File: src/rtl/spi_controller.sv
`timescale 1ns/1ps
// SPI mode-0 host controller for 16-bit register frames
// {rw, addr[6:0], data[7:0]}, MSB first, one frame in flight.
module spi_controller #(
  parameter int CLK_DIV = 4
) (
  input  logic       clk,
  input  logic       rst_n,
  input  logic       req_valid,
  output logic       req_ready,
  input  logic       req_rw,
  input  logic [6:0] req_addr,
  input  logic [7:0] req_wdata,
  output logic       rsp_valid,
  output logic [7:0] rsp_rdata,
  output logic       busy,
  output logic       SCLK,
  output logic       nCS,
  output logic       COPI,
  input  logic       CIPO
);

  typedef enum logic [2:0] {
    S_IDLE, S_SETUP, S_HIGH, S_LOW, S_GAP
  } state_t;

  localparam logic [7:0] LP_DIV_LAST = 8'(CLK_DIV - 1);

  state_t      r_state;
  state_t      w_next;
  logic [7:0]  r_div;
  logic [3:0]  r_bit;
  logic [15:0] r_shift;
  logic [7:0]  r_rx;
  logic        r_wr;
  logic        r_cipo_s1;
  logic        r_cipo_s2;
  logic        w_last;
  logic        w_accept;
  logic        w_sclk;
  logic        w_ncs;
  logic        w_ready;
  logic        w_done;

  assign w_last   = (r_div == LP_DIV_LAST);
  assign w_accept = req_valid && req_ready;
  assign COPI     = r_shift[15];

  always_ff @(posedge clk or negedge rst_n) begin
    if (!rst_n) r_state <= S_IDLE;
    else        r_state <= w_next;
  end

  always_comb begin
    w_next = r_state;
    unique case (r_state)
      S_IDLE:  if (w_accept) w_next = S_SETUP;
      S_SETUP: if (w_last)   w_next = S_HIGH;
      S_HIGH:  if (w_last)   w_next = S_LOW;
      S_LOW:   if (w_last)
                 w_next = (r_bit == 4'd15) ? S_GAP : S_HIGH;
      S_GAP:   if (w_last)   w_next = S_IDLE;
      default:               w_next = S_IDLE;
    endcase
  end

  // Outputs decoded from the next state, then registered
  always_comb begin
    w_sclk  = (w_next == S_HIGH);
    w_ncs   = !(w_next == S_SETUP ||
                w_next == S_HIGH  ||
                w_next == S_LOW);
    w_ready = (w_next == S_IDLE);
    w_done  = (r_state == S_LOW) && (w_next == S_GAP);
  end

  always_ff @(posedge clk or negedge rst_n) begin
    if (!rst_n) begin
      SCLK      <= 1'b0;
      nCS       <= 1'b1;
      req_ready <= 1'b1;
      busy      <= 1'b0;
      rsp_valid <= 1'b0;
      rsp_rdata <= 8'h00;
    end else begin
      SCLK      <= w_sclk;
      nCS       <= w_ncs;
      req_ready <= w_ready;
      busy      <= !w_ready;
      rsp_valid <= w_done;
      if (w_done) rsp_rdata <= r_wr ? 8'h00 : r_rx;
    end
  end

  always_ff @(posedge clk or negedge rst_n) begin
    if (!rst_n) begin
      r_cipo_s1 <= 1'b0;
      r_cipo_s2 <= 1'b0;
    end else begin
      r_cipo_s1 <= CIPO;
      r_cipo_s2 <= r_cipo_s1;
    end
  end

  always_ff @(posedge clk or negedge rst_n) begin
    if (!rst_n) r_div <= 8'h00;
    else if (r_state == S_IDLE || w_next != r_state)
      r_div <= 8'h00;
    else
      r_div <= r_div + 8'h01;
  end

  // Zeros enter the shifter so COPI is 0 once the frame ends
  always_ff @(posedge clk or negedge rst_n) begin
    if (!rst_n) begin
      r_shift <= 16'h0000;
      r_rx    <= 8'h00;
      r_bit   <= 4'd0;
      r_wr    <= 1'b0;
    end else if (w_accept) begin
      r_shift <= {req_rw, req_addr,
                  req_rw ? req_wdata : 8'h00};
      r_wr    <= req_rw;
      r_bit   <= 4'd0;
    end else if (r_state == S_HIGH && w_last) begin
      r_shift <= {r_shift[14:0], 1'b0};
      r_rx    <= {r_rx[6:0], r_cipo_s2};
    end else if (r_state == S_LOW && w_last &&
                 r_bit != 4'd15) begin
      r_bit   <= r_bit + 4'd1;
    end
  end

endmodule
File: config.mk
export PLATFORM = sky130hd
export DESIGN_NAME = spi_controller
export DESIGN_NICKNAME = d
export VERILOG_FILES = /design/src/rtl/spi_controller.sv
export SDC_FILE = /design/constraint.sdc
export NUM_CORES = 1
export LEC_CHECK = 0
export BUFFER_PORTS_ARGS = -buffer_cell sky130_fd_sc_hd__buf_2
export CORE_AREA = 2 2 77 79
export DETAILED_ROUTE_END_ITERATION = 6
export DIE_AREA = 0 0 79 81
export SYNTH_ARGS = -nofsm -noshare
export SYNTH_HDL_FRONTEND = slang
export SYNTH_SLANG_ARGS = --single-unit
File: constraint.sdc
create_clock -name clk -period 2.3 [get_ports clk]
set_input_delay 0.69 -clock clk [delete_from_list [all_inputs] [get_ports clk]]
set_output_delay 0.69 -clock clk [all_outputs]
set_load 0.01 [all_outputs]
==> results.txt, run 1 <==
The total congestion overflow after global routing came out at 0. TritonCTS built the clock tree. The layout has 548 filler cells.

The clock arrives with 0.00875 ns of skew. The largest fanout on the critical path came out at 7. The count of TritonRoute iterations in the first routing pass is 4. For this design the ratio of total power to cell area is 1020 nW/um^2. The worst setup path is launched from a flop. The clock slew at the register clock pins of the worst setup and hold paths came out at 0.11 ns. The area of combinational cells with multiple inputs is 985 um^2. In this run the post-CTS setup repair buffer count came out at 0. The worst setup path is of the flop to flop kind. The global routing usage summed across all routing layers is 0.152.

The relative area change from synthesis to final layout came out at 14.0%. The count of buffers from port buffering came out at 33. The placer's final routability congestion estimate came out at 0.736. In the post-synthesis netlist, the biggest area contributors are sky130_fd_sc_hd__dfrtp_1, sky130_fd_sc_hd__nand2_1, sky130_fd_sc_hd__mux2_4, sky130_fd_sc_hd__a31oi_1, sky130_fd_sc_hd__nor2_1. After detailed routing, the average wire length per cell comes to 12.8 um. The number of sinks on the clock net came out at 55.

The number of nets in the layout is 290. The footprint of the flip-flops and latches came out at 1380 um^2. Of all cell types, the one taking the most synthesized area is sky130_fd_sc_hd__dfrtp_1.

The proportion of power drawn by the clock network is 0.195. The clock period minus worst slack came out at 1.89 ns. The synthesized instance count came out at 233.

Of the cells placed in the final design, the portion with a size suffix greater than 1 is 0.234. The number of hold buffers added after CTS was 0. The kind of end point of the critical path is a flop. The horizontal die dimension is 79 um. The total of cells resized after clock tree synthesis is 0. The final setup TNS is 0 ns. Measured along the y axis, the die boundary spans 81 um.

Counting every net in the synthesized netlist gives 255. The run finished with clean final reports. The final antenna-violating net count came out at 0. The starting DRC count in detailed routing came out at 109. Setup repair after global routing left no endpoint under its margin. The clock tree buffer depth came out at 2.

The synthesized netlist occupies a cell area of 2440 um^2. At the worst endpoint, the required time is 2.55 ns. The clock tree synthesis step divided the H-tree into 2 levels. The internal power contribution is 0.00186 W. Counting flops and latches in the post-synthesis netlist gives 55. The power share of the sequential group came out at 0.523. For this run, the number of Yosys warnings is 0.

The detailed-route DRC error count came out at 0. The data arrival time of the critical path is 2.14 ns. The count of maximum capacitance violations is 0. The initial antenna violation count came out at 0. The synthesized area per cell is 10.5 um^2. Clock tree synthesis inserted a total of 5 buffers.

The final number of hold-violating endpoints came out at 0. The remaining max-slew budget at the tightest pin came out at 0.654. At the pin with the least slew margin, the transition time is 0.519 ns. The clock insertion delay at the later pin of the skew report came out at 0.31 ns. Timing would allow up to 529 MHz.

The wire length of the first global-routing pass came out at 7620 um. The row count came out at 28. Detailed placement finished with a half-perimeter wire length of 3040 um.

The leakage power figure is 1.34 nW. The number of library cell types mapped by synthesis is 37. Dividing the final minimum period by the clock period gives 0.822.

The switching share of power came out at 0.343. In this run the worst hold path is classified as input port to async pin. The number of global-route vias before repair is 1629. The initial core utilization is 0.429. The per-cell via count in the routed design is 5.00. The total length of routed wires is 4410 um. At the end of the flow the core is filled with cells to 0.489. The fraction of post-synthesis cell area in the top cell type by area is 0.544. The maximum ir drop on the vdd rail came out at 0.456 mV. The die covers 6400 um^2. The switching power is 0.000971 W. The clock tree root buffer cell is sky130_fd_sc_hd__clkbuf_8.

The number of diodes came out at 0. The number of pins exceeding their max-slew limit in the final report came out at 0. The register area share after synthesis is 0.566.

The number of vias after detailed routing came out at 1719. The combinational power share is 0.282. The core region is 5680 um^2. For this design the top-level I/O count stands at 34. Setup violations remaining at the end of the flow were counted as 0. The maximum number of pins on one net before global-route repair came out at 35.
[routing by layer]
metal	track usage	wire [um]	vias to the layer above
met2	0.238	1980	31
met5	0	0	-
met1	0.210	2210	817
li1	-	-	865
met3	0.0389	159	6
met4	0.0448	54	0
[cells in the mapped netlist]
| cell type | number |
|---|---|
| sky130_fd_sc_hd__dfstp_2 | 2 |
| sky130_fd_sc_hd__nor2_1 | 19 |
| sky130_fd_sc_hd__buf_1 | 1 |
| sky130_fd_sc_hd__ha_1 | 2 |
| sky130_fd_sc_hd__nand4_2 | 1 |
| sky130_fd_sc_hd__a211oi_1 | 3 |
| sky130_fd_sc_hd__a31oi_1 | 14 |
| sky130_fd_sc_hd__mux2_4 | 8 |
| sky130_fd_sc_hd__a21oi_1 | 10 |
| sky130_fd_sc_hd__and2_1 | 1 |
| sky130_fd_sc_hd__nor4_4 | 1 |
| sky130_fd_sc_hd__a31o_2 | 1 |
| sky130_fd_sc_hd__nand4_1 | 1 |
| sky130_fd_sc_hd__or3_1 | 2 |
| sky130_fd_sc_hd__dfrtp_1 | 53 |
| sky130_fd_sc_hd__nor3b_1 | 1 |
| sky130_fd_sc_hd__nand2_1 | 46 |
| sky130_fd_sc_hd__dlymetal6s4s_1 | 1 |
| sky130_fd_sc_hd__nand2b_1 | 8 |
| sky130_fd_sc_hd__xor2_1 | 6 |
| sky130_fd_sc_hd__mux2i_1 | 1 |
| sky130_fd_sc_hd__inv_1 | 3 |
| sky130_fd_sc_hd__and3b_2 | 1 |
| sky130_fd_sc_hd__nor3b_4 | 1 |
| sky130_fd_sc_hd__buf_4 | 2 |
| sky130_fd_sc_hd__xnor2_1 | 2 |
| sky130_fd_sc_hd__nor4_1 | 1 |
| sky130_fd_sc_hd__or4_1 | 1 |
| sky130_fd_sc_hd__and3_1 | 5 |
| sky130_fd_sc_hd__o21ai_0 | 12 |
| sky130_fd_sc_hd__buf_6 | 1 |
| sky130_fd_sc_hd__buf_2 | 1 |
| sky130_fd_sc_hd__nand2_4 | 1 |
| sky130_fd_sc_hd__and2_2 | 1 |
| sky130_fd_sc_hd__o211ai_1 | 1 |
| sky130_fd_sc_hd__clkbuf_1 | 4 |
| sky130_fd_sc_hd__nand3_1 | 14 |
[layout by cell type (no fill, tap or decap), drive strengths merged]
cell,instances
a211oi,3
a21oi,10
a31o,1
a31oi,14
and2,2
and3,5
and3b,1
buf,38
clkbuf,5
clkinv,2
clkinvlp,1
dfrtp,53
dfstp,2
ha,2
inv,3
mux2,8
mux2i,1
nand2,47
nand2b,8
nand3,14
nand4,2
nor2,19
nor3b,2
nor4,2
o211ai,1
o21ai,12
or3,2
or4,1
xnor2,2
xor2,6
[stage by stage]
stage	area (um^2)	hold WS [ns]	power, W	std cells	setup WS, ns
after global routing	2780	0.359	0.00305	344	0.223
after detailed placement	2680	0.343	0.00231	336	0.439
after floorplan	2440	0.331	0.00207	233	0.550
after global placement	2680	0.340	0.00228	336	0.495
final	2780	0.342	0.00283	344	0.410
after CTS	2780	0.354	0.00286	344	0.405
[area by class of cell]
cell class                      instances  area share
Tap cell                               75      0.0338
Clock inverter                          3     0.00901
Timing Repair Buffer                   38      0.0775
Clock buffer                            5      0.0248
Multi-Input combinational cell        165       0.355
Inverter                                3     0.00405
Sequential cell                        55       0.496
[final timing paths]
check	startpoint	endpoint	slack, ns	depth (start not counted)
setup / recovery	r_div[0]	r_bit[3]	0.41	5
hold / removal	rst_n	rsp_rdata[2]	0.34	1
setup reg to reg	r_div[0]	r_bit[3]	0.41	5
hold reg to reg	r_cipo_s1	r_cipo_s2	0.36	0
max in group asynchronous	rst_n	rsp_rdata[0]	1.41	2
min in group clk	r_cipo_s1	r_cipo_s2	0.36	0
[critical path, cell delays in order, from the launching register on]
cell                      delay [ns]
sky130_fd_sc_hd__dfrtp_1        0.42
sky130_fd_sc_hd__ha_1           0.24
sky130_fd_sc_hd__nor3b_4        0.34
sky130_fd_sc_hd__nand4_2        0.24
sky130_fd_sc_hd__or4_1          0.51
sky130_fd_sc_hd__nand2_1        0.07
[kinds of logic (layout without fill, tap and decap cells)]
logic type,count (synthesis),in the layout,share of synthesized area
multiplexers,9,9,0.0534
adder cells (fa/ha/maj),2,2,0.0103
flip-flops,55,55,0.566
AND/OR/NAND/NOR,105,105,0.215
buffers and inverters,13,49,0.0303
AO/OA/AOI/OAI,41,41,0.0970
XOR/XNOR,8,8,0.0287
[power by group through the flow]
| stage | Combinational (W) | Clock [W] | Sequential, W |
|---|---|---|---|
| floorplan | 0.000623 | 0 | 0.00145 |
| global placement | 0.000799 | 0 | 0.00148 |
| detailed placement | 0.000816 | 0 | 0.00149 |
| CTS | 0.000814 | 0.000568 | 0.00148 |
| global route | 0.000919 | 0.000606 | 0.00152 |
| finish | 0.000798 | 0.000551 | 0.00148 |
[state kept, by name (all words and copies together), names as in the netlist]
signal	count
r_shift	16
r_bit	4
r_rx	8
r_div	8
r_cipo_s2	1
rsp_valid	1
req_ready	1
SCLK	1
rsp_rdata	8
r_state	3
busy	1
nCS	1
r_cipo_s1	1
r_wr	1
Power figures use the tool's default switching activity.
==> run 2, diff against run 1 <==
clock period = 1.85 ns   (was 2.3 ns; I/O delays follow)
==> run 2 against run 1 <==
  * Combinational power up 33%
  * Register-to-register slack worse by 0.28 ns
  * Sequential share of layout area down 0.94 points
  * Critical path type unchanged
  * Clock power up 28%
  * Total power up 27%
  * Design area up 1.9%
  * Clock skew down 0.0055 ns
  * Global-route usage down 0.41 points
  * Highest routed layer unchanged
==> results.txt, run 2 (synthesized netlist as in run 1, its figures left out) <==
The clock period minus worst slack was 1.72 ns (was 1.89 ns). The floorplan die area is 6400 um^2 (unchanged). The count of buffers from port buffering is 33 (unchanged). The kind of path behind the tightest hold check was input port to async pin (unchanged). The number of top-level pins came to 34 (unchanged).

The launching element type of the critical path is a flop (unchanged). The maximum number of pins on one net before global-route repair came to 56 (was 35). The largest fanout on the critical path is 6 (was 7). The post-route clock period utilization came out at 0.928 (was 0.822). The clock slew at the register clock pins of the worst setup and hold paths is 0.09 ns (was 0.11 ns). Unrepaired setup endpoints after global routing: no (unchanged). The clock tree root buffer cell is sky130_fd_sc_hd__clkbuf_8 (unchanged).

The data required time at the worst endpoint was 2.09 ns (was 2.55 ns). The relative area change from synthesis to final layout came to 16.2% (was 14.0%). The number of global-route vias before repair came out at 1701 (was 1629). The wire length of the first global-routing pass is 7500 um (was 7620 um).

The placer's final routability congestion estimate is 0.776 (was 0.736). The number of vias after detailed routing is 1738 (was 1719). The largest stage delay on the critical path came out at 0.50 ns (was 0.51 ns).

The number of sinks on the clock net came out at 55 (unchanged). The ratio of cells with drive above 1 in the final layout came to 0.245 (was 0.234). The maximum ir drop on the vdd rail came to 0.491 mV (was 0.456 mV).

The clock tree from TritonCTS is built (unchanged). The depth of the CTS H-tree came out at 2 (unchanged). The initial antenna violation count is 0 (unchanged).

The number of nets in the layout came to 294 (was 290). The global routing usage summed across all routing layers came out at 0.148 (was 0.152). The count of maximum capacitance violations is 0 (unchanged). The total congestion overflow after global routing is 0 (unchanged).

The data arrival time of the critical path is 1.96 ns (was 2.14 ns). The flip-flop count of the largest register, all copies and words added is 16 (unchanged). The total of fill cells in the finished design is 557 (was 548). The final setup TNS is 0 ns (unchanged). Cell breakdown of the critical path: ha_1 > nor3b_4 > nand4_2 > or4_1 > nand2_1 (unchanged). The vertical die dimension is 81 um (unchanged). The average routed wire per standard cell came out at 12.6 um (was 12.8 um). The area of the core came to 5680 um^2 (unchanged). The clock tree buffer depth is 2 (unchanged). The final number of hold-violating endpoints is 0 (unchanged). The kind of end point of the critical path was a flop (unchanged). The detailed-route DRC error count is 0 (unchanged). The count of final setup violators was 0 (unchanged). Commonest cells after routing, fill and taps aside: sky130_fd_sc_hd__dfrtp_1, sky130_fd_sc_hd__nand2_1, sky130_fd_sc_hd__buf_2 (unchanged). The pin slew with the least headroom to its limit is 0.360 ns (was 0.519 ns). The remaining max-slew budget at the tightest pin was 0.759 (was 0.654).

The horizontal die dimension came out at 79 um (unchanged). The total power divided by cell area is 1270 nW/um^2 (was 1020 nW/um^2). The HPWL after detailed placement is 3000 um (was 3040 um).

The register containing the most flip-flops in the final layout is r_shift (unchanged). The number of diodes came out at 0 (unchanged). The total length of routed wires is 4380 um (was 4410 um).

The start-to-end type of the worst setup path is flop to flop (unchanged). The leakage power figure is 1.38 nW (was 1.34 nW). The final cell utilization of the core is 0.499 (was 0.489). The overall power of the completed layout came out at 0.00360 W (was 0.00283 W). The count of TritonRoute iterations in the first routing pass is 4 (unchanged). The slowest cell on the critical path is sky130_fd_sc_hd__or4_1 (unchanged).

The clock buffer count from CTS was 5 (unchanged). The starting DRC count in detailed routing came out at 119 (was 109). The leading cell type in the layout, fill and taps excluded was sky130_fd_sc_hd__dfrtp_1 (unchanged). Result of the run: completed (unchanged).

The row count is 28 (unchanged). The maximum clock rate was 583 MHz (was 529 MHz). The per-cell via count in the routed design came out at 4.99 (was 5.00). The clock insertion delay at the later pin of the skew report is 0.29 ns (was 0.31 ns).

The number of pins exceeding their max-slew limit in the final report came out at 0 (unchanged). The initial core utilization came out at 0.429 (unchanged). The final worst clock skew came out at 0.00329 ns (was 0.00875 ns). The final antenna-violating net count is 0 (unchanged).
==> run 2: cell types whose count changed in the layout (fill, tap and decap cells not counted) <==
cell and change:
sky130_fd_sc_hd__buf_4 +2, sky130_fd_sc_hd__clkbuf_8 +2, sky130_fd_sc_hd__clkinv_4 -2, sky130_fd_sc_hd__and3_1 -1, sky130_fd_sc_hd__and3_2 +1, sky130_fd_sc_hd__buf_12 +1
sky130_fd_sc_hd__buf_6 +1, sky130_fd_sc_hd__clkbuf_1 +1, sky130_fd_sc_hd__clkinvlp_4 -1
==> run 2: worst max-delay path, delay by kind of cell (launching register included) <==
family | cells | cell delay, ns
fa+ha+maj | 1 | 0.18
flops | 1 | 0.41
simple gates | 4 | 1.07
==> run 2: timing repair <==
item / 4_1_cts / 5_1_grt
hold buffers: 0 / 0
gates resized for setup: 0 / 2
setup endpoints to repair: 0 / 19
setup buffers: 0 / 1
==> run 2: where the power goes <==
group	switching, W	leakage [nW]	internal, W
registers	0.000277	0.690	0.00155
logic	0.000533	0.635	0.000530
clock network	0.000360	0.0515	0.000342
==> run 2: final timing paths <==
| check | from | slack [ns] | cells past startpoint | to |
|---|---|---|---|---|
| worst max-delay path | r_div[0] | 0.13 | 5 | r_bit[3] |
| worst min-delay path | rst_n | 0.24 | 2 | busy |
| worst max register to register | r_div[0] | 0.13 | 5 | r_bit[3] |
| worst min register to register | r_cipo_s1 | 0.35 | 0 | r_cipo_s2 |
| max in group asynchronous | rst_n | 1.33 | 2 | nCS |
| min in group clk | r_cipo_s1 | 0.35 | 0 | r_cipo_s2 |
==> run 2: per-stage QoR <==
stage,cell area [um^2],cells,hold slack (ns),worst slack (ns)
finish,2830,348,0.241,0.133
CTS,2820,347,0.254,0.0829
global route,2830,348,0.255,0.00237
floorplan,2440,233,0.259,0.100
detailed placement,2720,339,0.341,0.103
global placement,2720,339,0.343,0.141
==> run 2: layout make-up <==
type | instances | area (um^2) | share of cell area
well taps | 75 | 93.8 | 0.0331
inverters | 3 | 11.3 | 0.00398
multi-input cells | 165 | 986 | 0.348
clock buffers | 8 | 100 | 0.0354
repair buffers | 42 | 262 | 0.0924
flip-flops and latches | 55 | 1380 | 0.487
==> run 2: layer usage <==
layer / global-route usage / vias up / share of wire
li1: - / 874 / -
met4: 0.0310 / 0 / 0.0039
met1: 0.193 / 827 / 0.48
met3: 0.0356 / 2 / 0.036
met5: 0 / - / 0
met2: 0.253 / 35 / 0.48
==> run 3, diff against run 2 <==
CORE_AREA = 2 2 70 72   (was 2 2 77 79)
DIE_AREA = 0 0 72 74   (was 0 0 79 81)
PLACE_DENSITY = 0.75   (was unset)
==> run 3 against run 2 <==
  * Combinational power about the same
  * Global-route usage up 3.0 points
  * Clock skew is 0.0067 ns higher
  * Largest power group unchanged
==> results.txt, run 3 (synthesized netlist as in run 1, its figures left out) <==
The relative area change from synthesis to final layout is 14.4% (was 16.2%). The count of final setup violators is 0 (unchanged). The maximum number of pins on one net before global-route repair came out at 56 (unchanged). The area of combinational cells with multiple inputs was 992 um^2 (was 986 um^2). The maximum clock rate is 564 MHz (was 583 MHz). The number of hold-repair buffers added at the cts stage is 0 (unchanged). The clock buffer count from CTS came out at 5 (unchanged).

The clock insertion delay at the later pin of the skew report is 0.31 ns (was 0.29 ns). The total congestion overflow after global routing was 0 (unchanged). The HPWL after detailed placement was 2910 um (was 3000 um). The worst hold margin is 0.228 ns (was 0.241 ns). The pin slew with the least headroom to its limit was 0.344 ns (was 0.360 ns).

The area of the core came out at 4600 um^2 (was 5680 um^2). The count of TritonRoute iterations in the first routing pass is 4 (unchanged). The final worst clock skew is 0.00997 ns (was 0.00329 ns). The launching element type of the critical path is a flop (unchanged). The clock slew at the register clock pins of the worst setup and hold paths came to 0.10 ns (was 0.09 ns). The per-cell via count in the routed design is 5.35 (was 4.99). Commonest cells after routing, fill and taps aside: sky130_fd_sc_hd__dfrtp_1, sky130_fd_sc_hd__nand2_1, sky130_fd_sc_hd__buf_2 (unchanged). The buffers plus inverters on the worst setup path is 0 (unchanged). The initial core utilization came out at 0.530 (was 0.429). The leakage power figure is 1.36 nW (was 1.38 nW). The horizontal die dimension came out at 72 um (was 79 um). The clock tree buffer depth is 2 (unchanged). The clock tree root buffer cell is sky130_fd_sc_hd__clkbuf_8 (unchanged).

The number of vias after detailed routing came to 1751 (was 1738). The final number of hold-violating endpoints is 0 (unchanged). The count of buffers from port buffering came out at 33 (unchanged).

The final setup TNS is 0 ns (unchanged). The cell class contributing the biggest share of worst-path delay is simple AND/OR/NAND/NOR gates (unchanged). The switching share of power came out at 0.338 (was 0.325). The register containing the most flip-flops in the final layout is r_shift (unchanged). The vertical die dimension came out at 74 um (was 81 um).

The data required time at the worst endpoint came out at 2.04 ns (was 2.09 ns). The count of maximum capacitance violations came out at 0 (unchanged). The global routing usage summed across all routing layers is 0.178 (was 0.148). The number of nets in the layout came out at 294 (unchanged). The final antenna-violating net count came out at 0 (unchanged). The number of pins exceeding their max-slew limit in the final report came out at 0 (unchanged).

The flip-flop count of the largest register, all copies and words added is 16 (unchanged). The clock tree from TritonCTS is built (unchanged). The number of diodes came out at 0 (unchanged). The number of global-route vias before repair came out at 1696 (was 1701). The internal power contribution was 0.00237 W (was 0.00243 W). The number of top-level pins came out at 34 (unchanged). The clock period minus worst slack came out at 1.77 ns (was 1.72 ns).

The average routed wire per standard cell came out at 13.0 um (was 12.6 um). The footprint of the flip-flops and latches was 1380 um^2 (unchanged). The wire length of the first global-routing pass is 7400 um (was 7500 um). The kind of end point of the critical path is a flop (unchanged).

The switching power is 0.00121 W (was 0.00117 W). Cell breakdown of the critical path: ha_2 > nor3b_4 > and3_4 > nand2_4 > mux2_4 (was ha_1 > nor3b_4 > nand4_2 > or4_1 > nand2_1). The area after detailed placement is 2680 um^2 (was 2720 um^2). Result of the run: completed (unchanged). The remaining max-slew budget at the tightest pin is 0.770 (was 0.759). The post-route clock period utilization is 0.959 (was 0.928).

The floorplan die area is 5330 um^2 (was 6400 um^2). The depth of the CTS H-tree came to 2 (unchanged). The largest fanout on the critical path is 8 (was 6). The total of fill cells in the finished design came out at 399 (was 557). The slowest cell on the critical path is sky130_fd_sc_hd__dfrtp_1 (was sky130_fd_sc_hd__or4_1). The maximum ir drop on the vdd rail came out at 0.611 mV (was 0.491 mV).

The kind of path behind the tightest hold check is input port to async pin (unchanged). The power share of the sequential group is 0.512 (was 0.509). The total power divided by cell area came to 1280 nW/um^2 (was 1270 nW/um^2). The initial antenna violation count is 0 (unchanged). The detailed-route DRC error count is 0 (unchanged). The total length of routed wires is 4250 um (was 4380 um). The leading cell type in the layout, fill and taps excluded is sky130_fd_sc_hd__dfrtp_1 (unchanged). The largest stage delay on the critical path is 0.40 ns (was 0.50 ns). The proportion of power drawn by the clock network came out at 0.184 (was 0.195). The starting DRC count in detailed routing is 64 (was 119). The design area came to 2790 um^2 (was 2830 um^2). The ratio of cells with drive above 1 in the final layout came out at 0.249 (was 0.245). The data arrival time of the critical path is 1.97 ns (was 1.96 ns).

The combinational power share came out at 0.304 (was 0.295). The placer's final routability congestion estimate came out at 0.867 (was 0.776). The row count was 25 (was 28). The number of sinks on the clock net came out at 55 (unchanged). The start-to-end type of the worst setup path is flop to flop (unchanged).
-- run 3: cell types whose count changed in the layout (fill, tap and decap cells not counted), sizes merged --
cell	previous run	this run
inv	3	4
clkbuf	8	6
clkinvlp	0	1
-- run 3: layout make-up --
| class | count | area share |
|---|---|---|
| clock buffer | 6 | 0.0260 |
| clock inverter | 2 | 0.00583 |
| inverter | 3 | 0.00404 |
| multi-input combinational | 165 | 0.356 |
| sequential | 55 | 0.495 |
| tap | 54 | 0.0242 |
| timing repair buffer | 42 | 0.0893 |
-- run 3: metal layers --
| layer | up-vias | routed length, um | track usage |
|---|---|---|---|
| met2 | 40 | 2000 | 0.306 |
| met3 | 4 | 191 | 0.0434 |
| met4 | 0 | 32 | 0.0440 |
| met1 | 833 | 2020 | 0.230 |
| li1 | 874 | - | - |
| met5 | - | 0 | 0 |
-- run 3: power by group through the flow --
stage / Clock (W) / Combinational (W) / Sequential [W]
after floorplan: 0 / 0.000775 / 0.00180
after CTS: 0.000683 / 0.00107 / 0.00183
after global routing: 0.000724 / 0.00124 / 0.00188
final: 0.000658 / 0.00109 / 0.00183
after global placement: 0 / 0.00102 / 0.00184
after detailed placement: 0 / 0.00108 / 0.00184
-- run 3: per-stage QoR --
stage,power (W),cells,util,setup slack [ns]
finish,0.00357,327,0.606,0.0756
global route,0.00384,327,0.606,-0.00525
CTS,0.00358,326,0.602,0.0349
detailed placement,0.00292,318,0.583,0.0446
global placement,0.00286,318,0.583,0.129
floorplan,0.00258,233,-,0.100
-- run 3: final timing paths --
| path | startpoint | end | slack [ns] | depth (start not counted) |
|---|---|---|---|---|
| max | r_div[1] | r_rx[5] | 0.08 | 5 |
| max in group asynchronous | rst_n | nCS | 1.34 | 2 |
| min | rst_n | r_shift[4] | 0.23 | 2 |
| min reg2reg | r_cipo_s1 | r_cipo_s2 | 0.36 | 0 |
| min in group clk | CIPO | r_cipo_s1 | 0.34 | 1 |
| max reg2reg | r_div[1] | r_rx[5] | 0.08 | 5 |
-- run 3: what timing repair did --
item,in CTS,in global routing
setup buffers,0,1
setup endpoints to repair,0,23
gates resized for setup,0,3
